### src/rtl/exception_source.sv
// exception_source: in-order exception report queue toward GC; EXCEPTION_SOURCE_TVAL_EN adds trap-value storage
module exception_source #(
  parameter int DEPTH = 2,
  parameter int UNIT_INDEX = 0,
  parameter int ID_WIDTH = 3,
  parameter int CODE_WIDTH = 5,
  parameter int NUM_EXCEPTION_SOURCES = 4,
  localparam int PW = $clog2(DEPTH) + 1,
  localparam int UW = NUM_EXCEPTION_SOURCES > 1 ? $clog2(NUM_EXCEPTION_SOURCES) : 1
) (
  input  logic                  clk,
  input  logic                  rst,
  input  logic                  report_valid,
  output logic                  report_ready,
  input  logic [ID_WIDTH-1:0]   report_id,
  input  logic [CODE_WIDTH-1:0] report_code,
  input  logic [31:0]           report_tval,
  input  logic                  discard_active,
  input  logic                  clear,
  output logic                  exc_valid,
  output logic [ID_WIDTH-1:0]   exc_id,
  output logic [CODE_WIDTH-1:0] exc_code,
  output logic [31:0]           exc_tval,
  input  logic                  exc_ack,
  output logic                  table_we,
  output logic [ID_WIDTH-1:0]   table_id,
  output logic [UW-1:0]         table_unit,
  output logic [PW-1:0]         pending_count
);
  typedef enum logic [1:0] {IDLE, PENDING, DISCARD} state_t;
  state_t state_q, state_d;
  logic [PW-1:0] wr_q, wr_d, rd_q, rd_d;
  logic [PW-2:0] wr_idx, rd_idx;
  logic fresh_q, fresh_d;
  logic table_we_q, table_we_d;
  logic [ID_WIDTH-1:0] table_id_q, table_id_d;
  logic [ID_WIDTH-1:0] id_q [DEPTH];
  logic [ID_WIDTH-1:0] id_d [DEPTH];
  logic [CODE_WIDTH-1:0] code_q [DEPTH];
  logic [CODE_WIDTH-1:0] code_d [DEPTH];
  logic full, empty, ack, push;
  // queue control, handshake and state sequencing; an ack flushes the queue and drops any same-cycle report
  always_comb begin
    wr_idx = wr_q[PW-2:0];
    rd_idx = rd_q[PW-2:0];
    empty = wr_q == rd_q;
    full = (wr_q[PW-1] != rd_q[PW-1]) && (wr_idx == rd_idx);
    ack = state_q == PENDING && exc_ack;
    report_ready = state_q == DISCARD || !full || ack;
    push = report_valid && report_ready && !clear && state_q != DISCARD && !ack;
    wr_d = (clear || ack) ? '0 : push ? wr_q + 1'b1 : wr_q;
    rd_d = (clear || ack) ? '0 : rd_q;
    fresh_d = ack && !clear;
    state_d = clear ? IDLE
            : ack ? DISCARD
            : (state_q == IDLE && push) ? PENDING
            : (state_q == DISCARD && !fresh_q && !discard_active) ? IDLE
            : state_q;
    table_we_d = push;
    table_id_d = report_id;
  end
  // entry storage written at the tail
  always_comb begin
    id_d = id_q;
    code_d = code_q;
    if (push) id_d[wr_idx] = report_id;
    if (push) code_d[wr_idx] = report_code;
  end
  // presentation of the head entry; zero while empty
  always_comb begin
    exc_valid = state_q == PENDING;
    exc_id = empty ? '0 : id_q[rd_idx];
    exc_code = empty ? '0 : code_q[rd_idx];
    table_we = table_we_q;
    table_id = table_id_q;
    table_unit = UW'(UNIT_INDEX);
    pending_count = wr_q - rd_q;
  end
  // state, pointer, table-write and storage registers
  always_ff @(posedge clk) begin
    if (rst) begin
      state_q <= IDLE;
      wr_q <= '0;
      rd_q <= '0;
      fresh_q <= 1'b0;
      table_we_q <= 1'b0;
      table_id_q <= '0;
      id_q <= '{default: '0};
      code_q <= '{default: '0};
    end else begin
      state_q <= state_d;
      wr_q <= wr_d;
      rd_q <= rd_d;
      fresh_q <= fresh_d;
      table_we_q <= table_we_d;
      table_id_q <= table_id_d;
      id_q <= id_d;
      code_q <= code_d;
    end
  end
`ifdef EXCEPTION_SOURCE_TVAL_EN
  logic [31:0] tval_q [DEPTH];
  logic [31:0] tval_d [DEPTH];
  // trap-value storage alongside each entry
  always_comb begin
    tval_d = tval_q;
    if (push) tval_d[wr_idx] = report_tval;
    exc_tval = empty ? '0 : tval_q[rd_idx];
  end
  // trap-value registers
  always_ff @(posedge clk) begin
    if (rst) tval_q <= '{default: '0};
    else tval_q <= tval_d;
  end
`else
  logic unused_tval;
  assign unused_tval = ^report_tval;
  assign exc_tval = '0;
`endif
endmodule

### config.mk
export PLATFORM = sky130hd
export DESIGN_NAME = exception_source
export DESIGN_NICKNAME = d
export VERILOG_FILES = /design/src/rtl/exception_source.sv
export SDC_FILE = /design/constraint.sdc
export NUM_CORES = 1
export LEC_CHECK = 0
export ABC_AREA = 1
export BUFFER_PORTS_ARGS = -buffer_cell sky130_fd_sc_hd__buf_2
export CORE_AREA = 2 2 55 57
export CTS_BUF_LIST = sky130_fd_sc_hd__clkbuf_4 sky130_fd_sc_hd__clkbuf_8 sky130_fd_sc_hd__clkbuf_16
export CTS_CLUSTER_SIZE = 24
export DETAILED_ROUTE_END_ITERATION = 10
export DIE_AREA = 0 0 57 59
export PLACE_DENSITY_LB_ADDON = 0.2
export SYNTH_ARGS = -nofsm -noshare
export SYNTH_HDL_FRONTEND = slang
export SYNTH_SLANG_ARGS = --single-unit
### constraint.sdc
create_clock -name clk -period 2.35 [get_ports clk]
set_input_delay 0.1175 -clock clk [delete_from_list [all_inputs] [get_ports clk]]
set_output_delay 0.1175 -clock clk [all_outputs]
set_load 0.05 [all_outputs]
**Word-level counts from Yosys, hierarchy flattened**

Cells that the tools add are included.

- Flip-flop bits (word level): 25
- Output and inout bits: 50
- Logic and storage cells: 55
- Input port bits: 46

- Add/subtract/negate cells: 1
- Multiplexer cells: 11
- Eq/ne operators: 3
- Reductions and logical operators: 26
- Bitwise logic cells: 2
- Magnitude comparators: 2

Operators with widths:

| cell | count |
|---|---|
| $logic_and 1x1->1 | 11 |
| $bwmux 10 | 1 |
| $mux 5 | 2 |
| $bwmux 6 | 1 |
| $mux 2 | 3 |
| $mux 3 | 2 |
| $demux 5 s1 | 1 |
| $logic_not 1->1 | 5 |
| $logic_not 2->1 | 2 |
| $reduce_or 2->1 | 2 |
| $demux 3 s1 | 1 |
| $logic_or 1x1->1 | 3 |
| $reduce_bool 3->1 | 1 |
| $reduce_or 3->1 | 1 |
| $add 2x1->2 const B | 1 |
| $eq 2x1->1 const B | 1 |
| $eq 2x2->1 const B | 1 |
| $ge 2x2->1 const B | 1 |
| $lt 2x1->1 const B | 1 |
| $ne 2x2->1 const B | 1 |
| $not 1->2 | 1 |
| $reduce_bool 2->1 | 1 |
| $not 1->1 | 1 |

**Longest topological paths before layout**

Gate-level depths: netlist (run 1).

- Depth in word-level cells: 12
- Mapped depth: 9
- Depth with buffers taken out: 8

**Least setup slack after synthesis (run 1)**

OpenSTA, ideal clock, no wires.

- Path type: reg2out
- Start point: reg wr_q[0]
- End point: out exc_code[0]
- Setup slack: 0.222 ns
- Buffers on the path: 2
- Arrival: 2.010 ns
- Data required time: 2.233 ns
- Cell stages (with the launch flop): 6
- Cells stage by stage: dfxtp_1 > inv_2 > buf_4 > ha_1 > clkbuf_1 > nor2_1

- Word-level cells in the longest chain between the ends: 2

Ends and longest elaborated chain:

| what | line | RTL |
|---|---|---|
| start, declared | 32 | `logic [PW-1:0] wr_q, wr_d, rd_q, rd_d;` |
| start signal, assigned | 92 | `wr_q <= wr_d;` |
| $logic_not 2->1 | 46 | `empty = wr_q == rd_q;` |
| $mux 5 | 73 | `exc_code = empty ? '0 : code_q[rd_idx];` |
| end, declared | 22 | `output logic [CODE_WIDTH-1:0] exc_code,` |

No other way between the ends.

**Worst setup path in the final report (run 1)**

- Start point: reg wr_q[0]
- End point: reg id_q[4] in the netlist's numbering

- Word-level cells in the longest chain between the ends: 9
- Elaborated cells on any way between the ends: 16
- Those cells by class: order compare (2); mux (3); bitwise (2); reduce/logical (9)

Ends and longest elaborated chain:

| what | line | RTL |
|---|---|---|
| branches (longest 9 deep; another with $ge 2x2->1) | -- |  |
| end signal, assigned | 97 | `id_q <= id_d;` |
| end, declared | 37 | `logic [ID_WIDTH-1:0] id_q [DEPTH];` |

Several ways; the timed one is not identified.
A chain may end at the register's enable or synchronous reset.

==> summary.md, run 1 <==
| Metric | Value |
|---|---|
| Max Freq | `around 0.60 GHz` |
| Arr. time, crit path | `roughly 1.9 ns` |
| Core area | `~0.0027 sq mm` |
| DRT iter0 DRCs | `7` |
| Clk slew on worst S/H paths | `approximately 0.090 ns` |
| Synth cell count leaders | `buf_4 (35), nor2_1 (24), inv_1 (21), dfxtp_1 (17), nand2_1 (14)` |
| Hold Buf Count CTS | `0` |
| GRT Resource Usage Total | `11.0%` |
| Flop pwr share | `between 40% and 50%` |
| CTS tree | `done` |
| Cell Area, Placed | `roughly 0.0011 sq mm` |
| Register bit total from synthesis | `17` |
| WS Path Type | `register to register` |
| Worst-case clock buffer depth | `2` |
| Vias in the first global route | `between 600 and 700` |
| Top-count cell post-synth | `buf_4` |
| CP top delay family | `simple AND/OR/NAND/NOR gates` |
| FF/Latch Area | `340 sq um` |
| Syn_area_per_cell | `between 7 and 8 sq um` |
| Rows | `19` |
| Synthesized area | `0.00105 sq mm` |
| Reg2reg path depth | `8` |
| Path length in cells of the critical path | `8` |
| Area leader, netlist | `dfxtp_1` |
| WL/cell | `8.21 um` |
| RSZ-0062 raised after global routing | `no` |
| CP Max Fanout | `19` |
| Startpoint Class | `register` |
| Slew Limit Fails | `0` |
| Final hold vios | `0` |
| Max Cap Viol | `0` |
| Pre-CTS setup slack | `slightly below 0.7 ns` |
| Routed Antenna Nets | `0` |
| Clk_skew | `between 0.0015 and 0.002 ns` |
| Vias | `~840` |
| Distinct cells, synth | `18` |
| Largest stage delay, worst path | `0.38 ns` |
| Initial antenna violation count | `0` |
| First-pass iteration count of the detailed router | `4` |
| Async SR Flop Fraction | `0%` |
| Pleak | `0.000616 uW` |
| # setup viols final | `0` |
| Synth-to-Final Area Change | `5.36%` |
| Global-route wire length before repair | `between 2 and 3 mm` |
| Multi-input gate area in the final layout | `~460 sq um` |
| Most used DFF post-synth | `dfxtp_1` |
| Postcts setup bufs | `0` |
| Max VDD drop | `~260 uV` |
| Clock network fraction of total power | `a little under a quarter` |
| Sequential cell area fraction in the yosys report | `around 32%` |
| Worst endpoint required time | `2.54 ns` |
| Ports | `96` |
| Fillers | `308` |
| Sw Pwr | `275 uW` |
| Die Ht | `roughly 59 um` |
| Final period util | `a little over two thirds` |
| Logic pwr share | `between 30% and 40%` |
| Die ar. | `~0.0034 sq mm` |
| Yosys top cell area share | `32.4%` |
| Worst setup margin | `0.687 ns` |
| Antenna diodes | `0` |
| Internal power | `roughly 410 uW` |
| Buf/Inv on CP | `1` |
| DIE WIDTH | `about 57 um` |
| Slowest cell on crit path | `dfxtp_1` |
| Cts repair resizes | `0` |
| Sw Ratio | `approximately two fifths` |
| Setup TNS | `0 ns` |
| Total wire length | `around 1.7 mm` |
| Crit. End Element | `register` |
| Final nets | `225` |
| Starting Density | `38.7%` |
| Number of flops mapped to enable cells by yosys | `0` |
| Hold path depth | `3` |
| Clock sink count | `17` |
| DP Wirelength | `roughly 1.4 mm` |
| Num CTS Buffers | `3` |
| Placer Congestion | `0.714` |
| Design Area, Final | `0.00111 sq mm` |
| CP Cell Sequence | `inv_2, ha_1, nor2_1, nand2_2, nor2_8, nand3_1, nand2_1, nor2_1` |
| # port buffers | `29` |
| Clock root cell | `clkbuf_4` |
| Layout cells sized above 1 | `around a quarter` |
| H-tree lvl count | `1` |
| Vias/cell | `just over 4` |
| Worst-Skew Late Latency | `~0.28 ns` |
| Largest net degree at the start of global routing | `20` |
| Gr ovfl total | `0` |
| Status | `finished, final reports clean` |
| Worst hold path type | `input pin to register` |
| Power Dens Cells | `621 mW/mm^2` |
| Crit path time final | `roughly 1.7 ns` |
| Synthesized instance count | `approximately 150` |
| CP dominant cell by count | `nor2_1` |
| Main area contributors after synthesis | `dfxtp_1 (32%), buf_4 (25%), nor2_1 (8.6%), inv_1 (7.5%), a21oi_1 (5.2%)` |
| Drt drc | `0` |
| Yosys warnings | `0` |
final cells by class:
| type | instances | area share (%) |
|---|---|---|
| Multi-Input combinational cell | 102 | 41.7 |
| Inverter | 24 | 8.14 |
| Clock buffer | 4 | 2.71 |
| Tap cell | 31 | 3.51 |
| Sequential cell | 17 | 30.8 |
| Timing Repair Buffer | 29 | 13.1 |
logic make-up after synthesis:
logic type	Yosys count	share of synthesized area [%]
simple gates	54	23.6
buf+inv	61	35.4
other cells	1	0.357
fa+ha+maj	2	2.38
compound gates	12	5.84
flops	17	32.4
power by group through the flow:
stage | Combinational [uW] | Sequential, uW | Clock, uW
2_1_floorplan | 221 | 330 | 0
3_3_place_gp | 212 | 317 | 0
3_5_place_dp | 214 | 317 | 0
4_1_cts | 214 | 311 | 169
5_1_grt | 228 | 313 | 193
6_report | 213 | 311 | 163
cell usage in the layout (no fill, tap or decap):
| master | synthesis | layout |
|---|---|---|
| buf_2 | 0 | 29 |
| nand3_1 | 9 | 9 |
| o22ai_1 | 1 | 1 |
| ha_1 | 2 | 2 |
| nand2_2 | 3 | 3 |
| nor2_8 | 1 | 1 |
| conb_1 | 1 | 34 |
| nor2_1 | 24 | 24 |
| dfxtp_1 | 17 | 17 |
| nand4_1 | 1 | 1 |
| nand3_2 | 1 | 1 |
| clkbuf_4 | 0 | 4 |
| a21oi_1 | 11 | 11 |
| inv_2 | 3 | 3 |
| inv_1 | 21 | 21 |
| nor3_1 | 1 | 1 |
| nand2_1 | 14 | 14 |
path summary, 6_finish.rpt:
| check | endpoint | startpoint | slack (ns) |
|---|---|---|---|
| hold / removal | table_id[0] | report_id[0] | 0.04 |
| setup reg to reg | id_q[4] | wr_q[0] | 0.69 |
| setup / recovery | id_q[4] | wr_q[0] | 0.69 |
| hold reg to reg | code_q[7] | code_q[7] | 0.49 |
worst reg2reg max path: stages, from the launching register on:
cell and delay [ns]:
dfxtp_1 0.38, inv_2 0.15, ha_1 0.26, nor2_1 0.17, nand2_2 0.12, nor2_8 0.25
nand3_1 0.12, nand2_1 0.07, nor2_1 0.04
stage by stage:
step           util, %  cells  hold WS (ns)  total power [uW]
6_report          40.8    207        0.0443               687
2_1_floorplan        -    180         0.190               552
3_5_place_dp      39.7    203         0.350               531
4_1_cts           40.8    207        0.0409               693
3_3_place_gp      39.7    203         0.340               529
5_1_grt           40.8    207        0.0303               734
flip-flops by register name, summed over array words and instances (netlist names):
register,flops
code_q,5
fresh_q,1
id_q,3
state_q,2
table_id,3
table_we,1
wr_q,2
per-layer routing:
metal | vias to the layer above | track usage [%] | routed length (um)
li1 | 433 | - | -
met1 | 355 | 13.9 | 761
met2 | 44 | 16.7 | 741
met3 | 4 | 1.97 | 155
met4 | 0 | 7.97 | 43
met5 | - | 0 | 0
Note: power is estimated with default switching activity, not from simulation.
==> run 2, diff against run 1 <==
--- a/config.mk
+++ b/config.mk
@@ -7,11 +7,11 @@
 export LEC_CHECK = 0
 export ABC_AREA = 1
 export BUFFER_PORTS_ARGS = -buffer_cell sky130_fd_sc_hd__buf_2
-export CORE_AREA = 2 2 55 57
+export CORE_AREA = 2 2 60 62
 export CTS_BUF_LIST = sky130_fd_sc_hd__clkbuf_4 sky130_fd_sc_hd__clkbuf_8 sky130_fd_sc_hd__clkbuf_16
 export CTS_CLUSTER_SIZE = 24
 export DETAILED_ROUTE_END_ITERATION = 10
-export DIE_AREA = 0 0 57 59
+export DIE_AREA = 0 0 62 64
 export PLACE_DENSITY_LB_ADDON = 0.2
 export SYNTH_ARGS = -nofsm -noshare
 export SYNTH_HDL_FRONTEND = slang
==> constraint.sdc (replaced) <==
create_clock -name clk -period 1.5 [get_ports clk]
set_input_delay 0.075 -clock clk [delete_from_list [all_inputs] [get_ports clk]]
set_output_delay 0.075 -clock clk [all_outputs]
set_load 0.05 [all_outputs]
==> run 2 against run 1 <==
Compared with the run above: clock power grew 60%; critical path depth shrank 3; combinational power grew 71%; worst setup slack lost 0.62 ns; clock-buffer cell count is the same; utilization shrank 0.96 points; critical endpoint is now exc_id[0]; clock skew shrank 0.00091 ns; non-clock buffer count grew 4; largest power group unchanged; first-iteration DRC count shrank 57%; critical path type is now register to output pin; highest routed layer unchanged; global-route usage shrank 1.7 points; sequential share of layout area shrank 4.4 points.
==> summary.md, run 2 (synthesis gave the netlist of run 1 again) <==
| Metric | Value |
|---|---|
| Status | `finished, final reports clean` |
| Vias | `roughly 850` |
| Gr ovfl total | `0` |
| Total wire length | `around 1.9 mm` |
| Final nets | `229` |
| DP Wirelength | `between 1 and 1.5 mm` |
| Worst endpoint required time | `about 1.4 ns` |
| Ports | `96` |
| CTS tree | `done` |
| Clock root cell | `clkbuf_4` |
| Most frequent cells in the layout | `conb_1 (34), inv_1 (21), buf_2 (21)` |
| Internal power | `657 uW` |
| Logic pwr share | `roughly a third` |
| H-tree lvl count | `1` |
| Hold path depth | `3` |
| Worst setup margin | `0.0704 ns` |
| Starting Density | `a little under a third` |
| Slew Limit Fails | `0` |
| Most common cell after layout, fill and taps aside | `conb_1` |
| Max Cap Viol | `0` |
| # port buffers | `29` |
| Vias in the first global route | `approximately 640` |
| Final period util | `~95%` |
| Synth-to-Final Area Change | `24.7%` |
| Max VDD drop | `roughly 450 uV` |
| Final hold vios | `0` |
| Num CTS Buffers | `3` |
| Clk_skew | `0.000837 ns` |
| DRT iter0 DRCs | `3` |
| Die Ht | `around 64 um` |
| Sw Ratio | `roughly two fifths` |
| Arr. time, crit path | `about 1.4 ns` |
| Placer Congestion | `approximately 0.73` |
| Worst-case clock buffer depth | `2` |
| DIE WIDTH | `approximately 62 um` |
| Drt drc | `0` |
| Flop pwr share | `approximately 44%` |
| Initial antenna violation count | `0` |
| Pre-CTS setup slack | `~0.11 ns` |
| Global-route wire length before repair | `approximately 2.7 mm` |
| Vias/cell | `approximately 3.8` |
| # setup viols final | `0` |
| Max Freq | `~0.7 GHz` |
| Worst hold path type | `input pin to register` |
| Rows | `21` |
| Sw Pwr | `about 450 uW` |
| Antenna diodes | `0` |
| Power, Total | `approximately 1100 uW` |
| Clk slew on worst S/H paths | `~0.090 ns` |
| Routed Antenna Nets | `0` |
| Setup TNS | `0 ns` |
| Layout cells sized above 1 | `between 30% and 40%` |
| Top reg by flops | `code_q` |
| WL/cell | `8.31 um` |
| Power Dens Cells | `849 mW/mm^2` |
| Startpoint Class | `register` |
| Die ar. | `0.00397 sq mm` |
| Crit path time final | `between 1 and 1.5 ns` |
| Reg2reg path depth | `8` |
| FF-to-FF setup slack | `roughly 0.12 ns` |
| Pleak | `~0.00065 uW` |
| Largest net degree at the start of global routing | `20` |
| Core area | `~0.0033 sq mm` |
| Crit. End Element | `output pin` |
| WS Path Type | `register to output pin` |
| Worst-Skew Late Latency | `0.28 ns` |
| Max reg flops | `5` |
| First-pass iteration count of the detailed router | `2` |
| Clock network fraction of total power | `a little under a quarter` |
| Clock sink count | `17` |
| GRT Resource Usage Total | `under 10%` |
| RSZ-0062 raised after global routing | `no` |
| CP Max Fanout | `19` |
-- run 2: worst paths after layout --
path | start | end
setup / recovery | wr_q[0] | exc_id[0]
hold / removal | report_id[1] | table_id[1]
setup reg to reg | wr_q[0] | code_q[5]
hold reg to reg | code_q[7] | code_q[7]
-- run 2: per-layer routing --
| metal | wire length [um] | up-vias | global-route usage [%] |
|---|---|---|---|
| met1 | 818 | 374 | 12.5 |
| li1 | - | 438 | - |
| met2 | 912 | 35 | 13.2 |
| met5 | 0 | - | 0 |
| met4 | 36 | 0 | 5.59 |
| met3 | 112 | 4 | 1.82 |
-- run 2: repair_timing --
item,4_1_cts,5_1_grt
endpoints found under the setup margin,8,8
buffers inserted,0,1
resized for setup,10,11
endpoints found under the hold margin,3,0
pin swaps,0,0
hold buffers,2,0
-- run 2: stage by stage --
stage | hold WS [ns] | area, sq um | utilization, % | instances
6_report | 0.0143 | 1310 | 39.8 | 226
5_1_grt | 0.0114 | 1310 | 39.8 | 226
4_1_cts | 0.00127 | 1260 | 38.4 | 225
3_5_place_dp | 0.311 | 1180 | 36.1 | 219
3_3_place_gp | 0.305 | 1180 | 36.1 | 219
2_1_floorplan | 0.147 | 1260 | - | 180
-- run 2: power groups by stage --
stage | combinational, uW | clock [uW] | sequential (uW)
5_1_grt | 389 | 297 | 490
3_3_place_gp | 351 | 0 | 495
4_1_cts | 359 | 280 | 487
6_report | 365 | 261 | 486
2_1_floorplan | 364 | 0 | 517
3_5_place_dp | 353 | 0 | 496
-- run 2: final cells by class --
class,count,area [sq um]
clock buffer,4,30.0
inverter,24,97.6
timing repair buffer,33,241
multi-input combinational,102,537
sequential,17,345
tap,46,57.6
fill,351,1980
-- run 2: worst max-delay path, stage by stage, from the launching register on --
cell and delay, ns:
dfxtp_4 0.39, inv_8 0.06, ha_1 0.22, buf_8 0.16
nor2_4 0.09, buf_8 0.15
==> run 3, diff against run 2 <==
--- a/config.mk
+++ b/config.mk
@@ -13,6 +13,7 @@
 export DETAILED_ROUTE_END_ITERATION = 10
 export DIE_AREA = 0 0 62 64
 export PLACE_DENSITY_LB_ADDON = 0.2
+export REMOVE_ABC_BUFFERS = 1
 export SYNTH_ARGS = -nofsm -noshare
 export SYNTH_HDL_FRONTEND = slang
 export SYNTH_SLANG_ARGS = --single-unit
==> run 3 against run 2 <==
Compared with the run above: utilization decreased by 0.72 points; largest power group unchanged; register-to-register slack about the same; flip-flop and latch count unchanged; critical path depth unchanged; first-iteration DRC count increased to 5.3 times the previous value.
==> summary.md, run 3 (synthesis gave the netlist of run 1 again) <==
| Metric | Value |
|---|---|
| Most frequent cells in the layout | `conb_1 (34), inv_1 (21), buf_2 (21)` |
| H-tree lvl count | `1` |
| Worst hold path type | `input pin to register` |
| Setup crit end | `exc_id[0]` |
| FF-to-FF Start | `wr_q[0]` |
| Largest net degree at the start of global routing | `19` |
| RR Endpoint | `wr_q[0]` |
| Final nets | `233` |
| Max Freq | `0.699 GHz` |
| Ports | `96` |
| Rows | `21` |
| RSZ-0062 raised after global routing | `yes` |
| Placer Congestion | `0.731` |
| Slew Limit Fails | `0` |
| # port buffers | `29` |
| Clk_skew | `0.00694 ns` |
| Sw Pwr | `449 uW` |
| Worst-case clock buffer depth | `2` |
| Power, Total | `approximately 1100 uW` |
| WL/cell | `8.53 um` |
| Clock root cell | `clkbuf_4` |
| DIE WIDTH | `62 um` |
| Cell Area, Placed | `between 0.001 and 0.0015 sq mm` |
| Synth-to-Final Area Change | `22.4%` |
| Clock sink count | `17` |
| Global-route wire length before repair | `2.99 mm` |
| CTS tree | `done` |
| DP Wirelength | `between 1 and 1.5 mm` |
| Flop pwr share | `between 40% and 50%` |
| Vias | `roughly 890` |
| Clock network fraction of total power | `21.7%` |
| Worst endpoint required time | `about 1.4 ns` |
| Pleak | `approximately 0.00066 uW` |
| Logic pwr share | `about a third` |
| Max VDD drop | `393 uV` |
| Die ar. | `between 0.003 and 0.004 sq mm` |
| Top reg by flops | `code_q` |
| CP Max Fanout | `18` |
| Vias/cell | `around 3.8` |
| Routed Antenna Nets | `0` |
| Internal power | `about 640 uW` |
| # setup viols final | `0` |
| DRT iter0 DRCs | `16` |
| Power Dens Cells | `847 mW/mm^2` |
| Worst-Skew Late Latency | `0.28 ns` |
| Startpoint Class | `register` |
| Status | `finished, final reports clean` |
| Final hold vios | `0` |
| Max reg flops | `5` |
| Drt drc | `0` |
| GRT Resource Usage Total | `9.99%` |
| Most common cell after layout, fill and taps aside | `conb_1` |
| FF-to-FF setup slack | `about 0.12 ns` |
| Reg2reg path depth | `7` |
| Core area | `about 0.0033 sq mm` |
| Die Ht | `roughly 64 um` |
| Setup TNS | `0 ns` |
| Final period util | `between 90% and 100%` |
| Sw Ratio | `about two fifths` |
| Clk slew on worst S/H paths | `~0.1 ns` |
| Initial antenna violation count | `0` |
| Arr. time, crit path | `approximately 1.4 ns` |
| Num CTS Buffers | `3` |
| Layout cells sized above 1 | `a little under a third` |
| Crit. End Element | `output pin` |
| Design Area, Final | `0.00128 sq mm` |
| Vias in the first global route | `between 700 and 800` |
| Total wire length | `around 2.0 mm` |
| Crit path time final | `about 1.4 ns` |
| Antenna diodes | `0` |
| Max Cap Viol | `0` |
| Gr ovfl total | `0` |
| WS Path Type | `register to output pin` |
| Setup crit start | `wr_q[0]` |
| Starting Density | `32.0%` |
| First-pass iteration count of the detailed router | `4` |
## run 3: cell count changes in the layout (fill, tap and decap cells not counted), sizes merged
cell / before / now
clkinv: 0 / 1
nor2: 25 / 27
clkbuf: 4 / 3
buf: 31 / 33
## run 3: metrics by stage
step	setup WS [ns]	instances	utilization (%)	hold slack, ns
global route	-0.0166	230	39.1	0.0122
global placement	0.0523	221	34.0	0.297
floorplan	-0.460	143	-	0.147
finish	0.0692	230	39.1	0.0166
CTS	-0.00124	226	36.5	0.00278
detailed placement	0.0226	221	34.0	0.301
## run 3: worst min path at each step
| stage | startpoint | endpoint | slack [ns] | depth (start not counted) |
|---|---|---|---|---|
| 6_report | report_id[0] | table_id[0] | 0.02 | 3 |
| 2_1_floorplan | rst | table_id[0] | 0.15 | 1 |
| 5_1_grt | report_id[2] | table_id[2] | 0.01 | 3 |
| 3_3_place_gp | report_id[0] | table_id[0] | 0.30 | 3 |
| 3_5_place_dp | report_id[1] | table_id[1] | 0.30 | 3 |
| 4_1_cts | rst | table_id[1] | 0.003 | 2 |
## run 3: worst max-delay path, cell delays in order, from the launching register on
cell and delay [ns]:
dfxtp_2 0.35, inv_2 0.04, buf_6 0.15, ha_4 0.21, nor2_1 0.14, buf_6 0.17
## run 3: power by group through the flow
stage          sequential (uW)  combinational, uW  clock (uW)
2_1_floorplan              517                270           0
3_3_place_gp               495                337           0
3_5_place_dp               496                339           0
4_1_cts                    486                346         253
5_1_grt                    488                397         276
6_report                   486                367         236
## run 3: repair_timing
action / in CTS / in global routing
buffers inserted: 0 / 1
hold buffers: 1 / 1
pin swaps: 0 / 4
resized for setup: 14 / 15
endpoints found under the hold margin: 1 / 1
setup endpoints to repair: 8 / 18
cloned: 0 / 2
## run 3: area by class of cell
class / count / area, sq um
fillers: 373 / 2000
multi-input cells: 104 / 519
flip-flops and latches: 17 / 342
repair buffers: 35 / 249
inverters: 24 / 90.1
well taps: 46 / 57.6
clock buffers: 3 / 22.5
clock inverters: 1 / 5.00
## run 3: routing by layer
metal | part of all wire, % | track usage [%]
met4 | 1.4 | 6.38
met1 | 40 | 10.6
met3 | 7.4 | 2.43
met2 | 51 | 16.8
met5 | 0 | 0
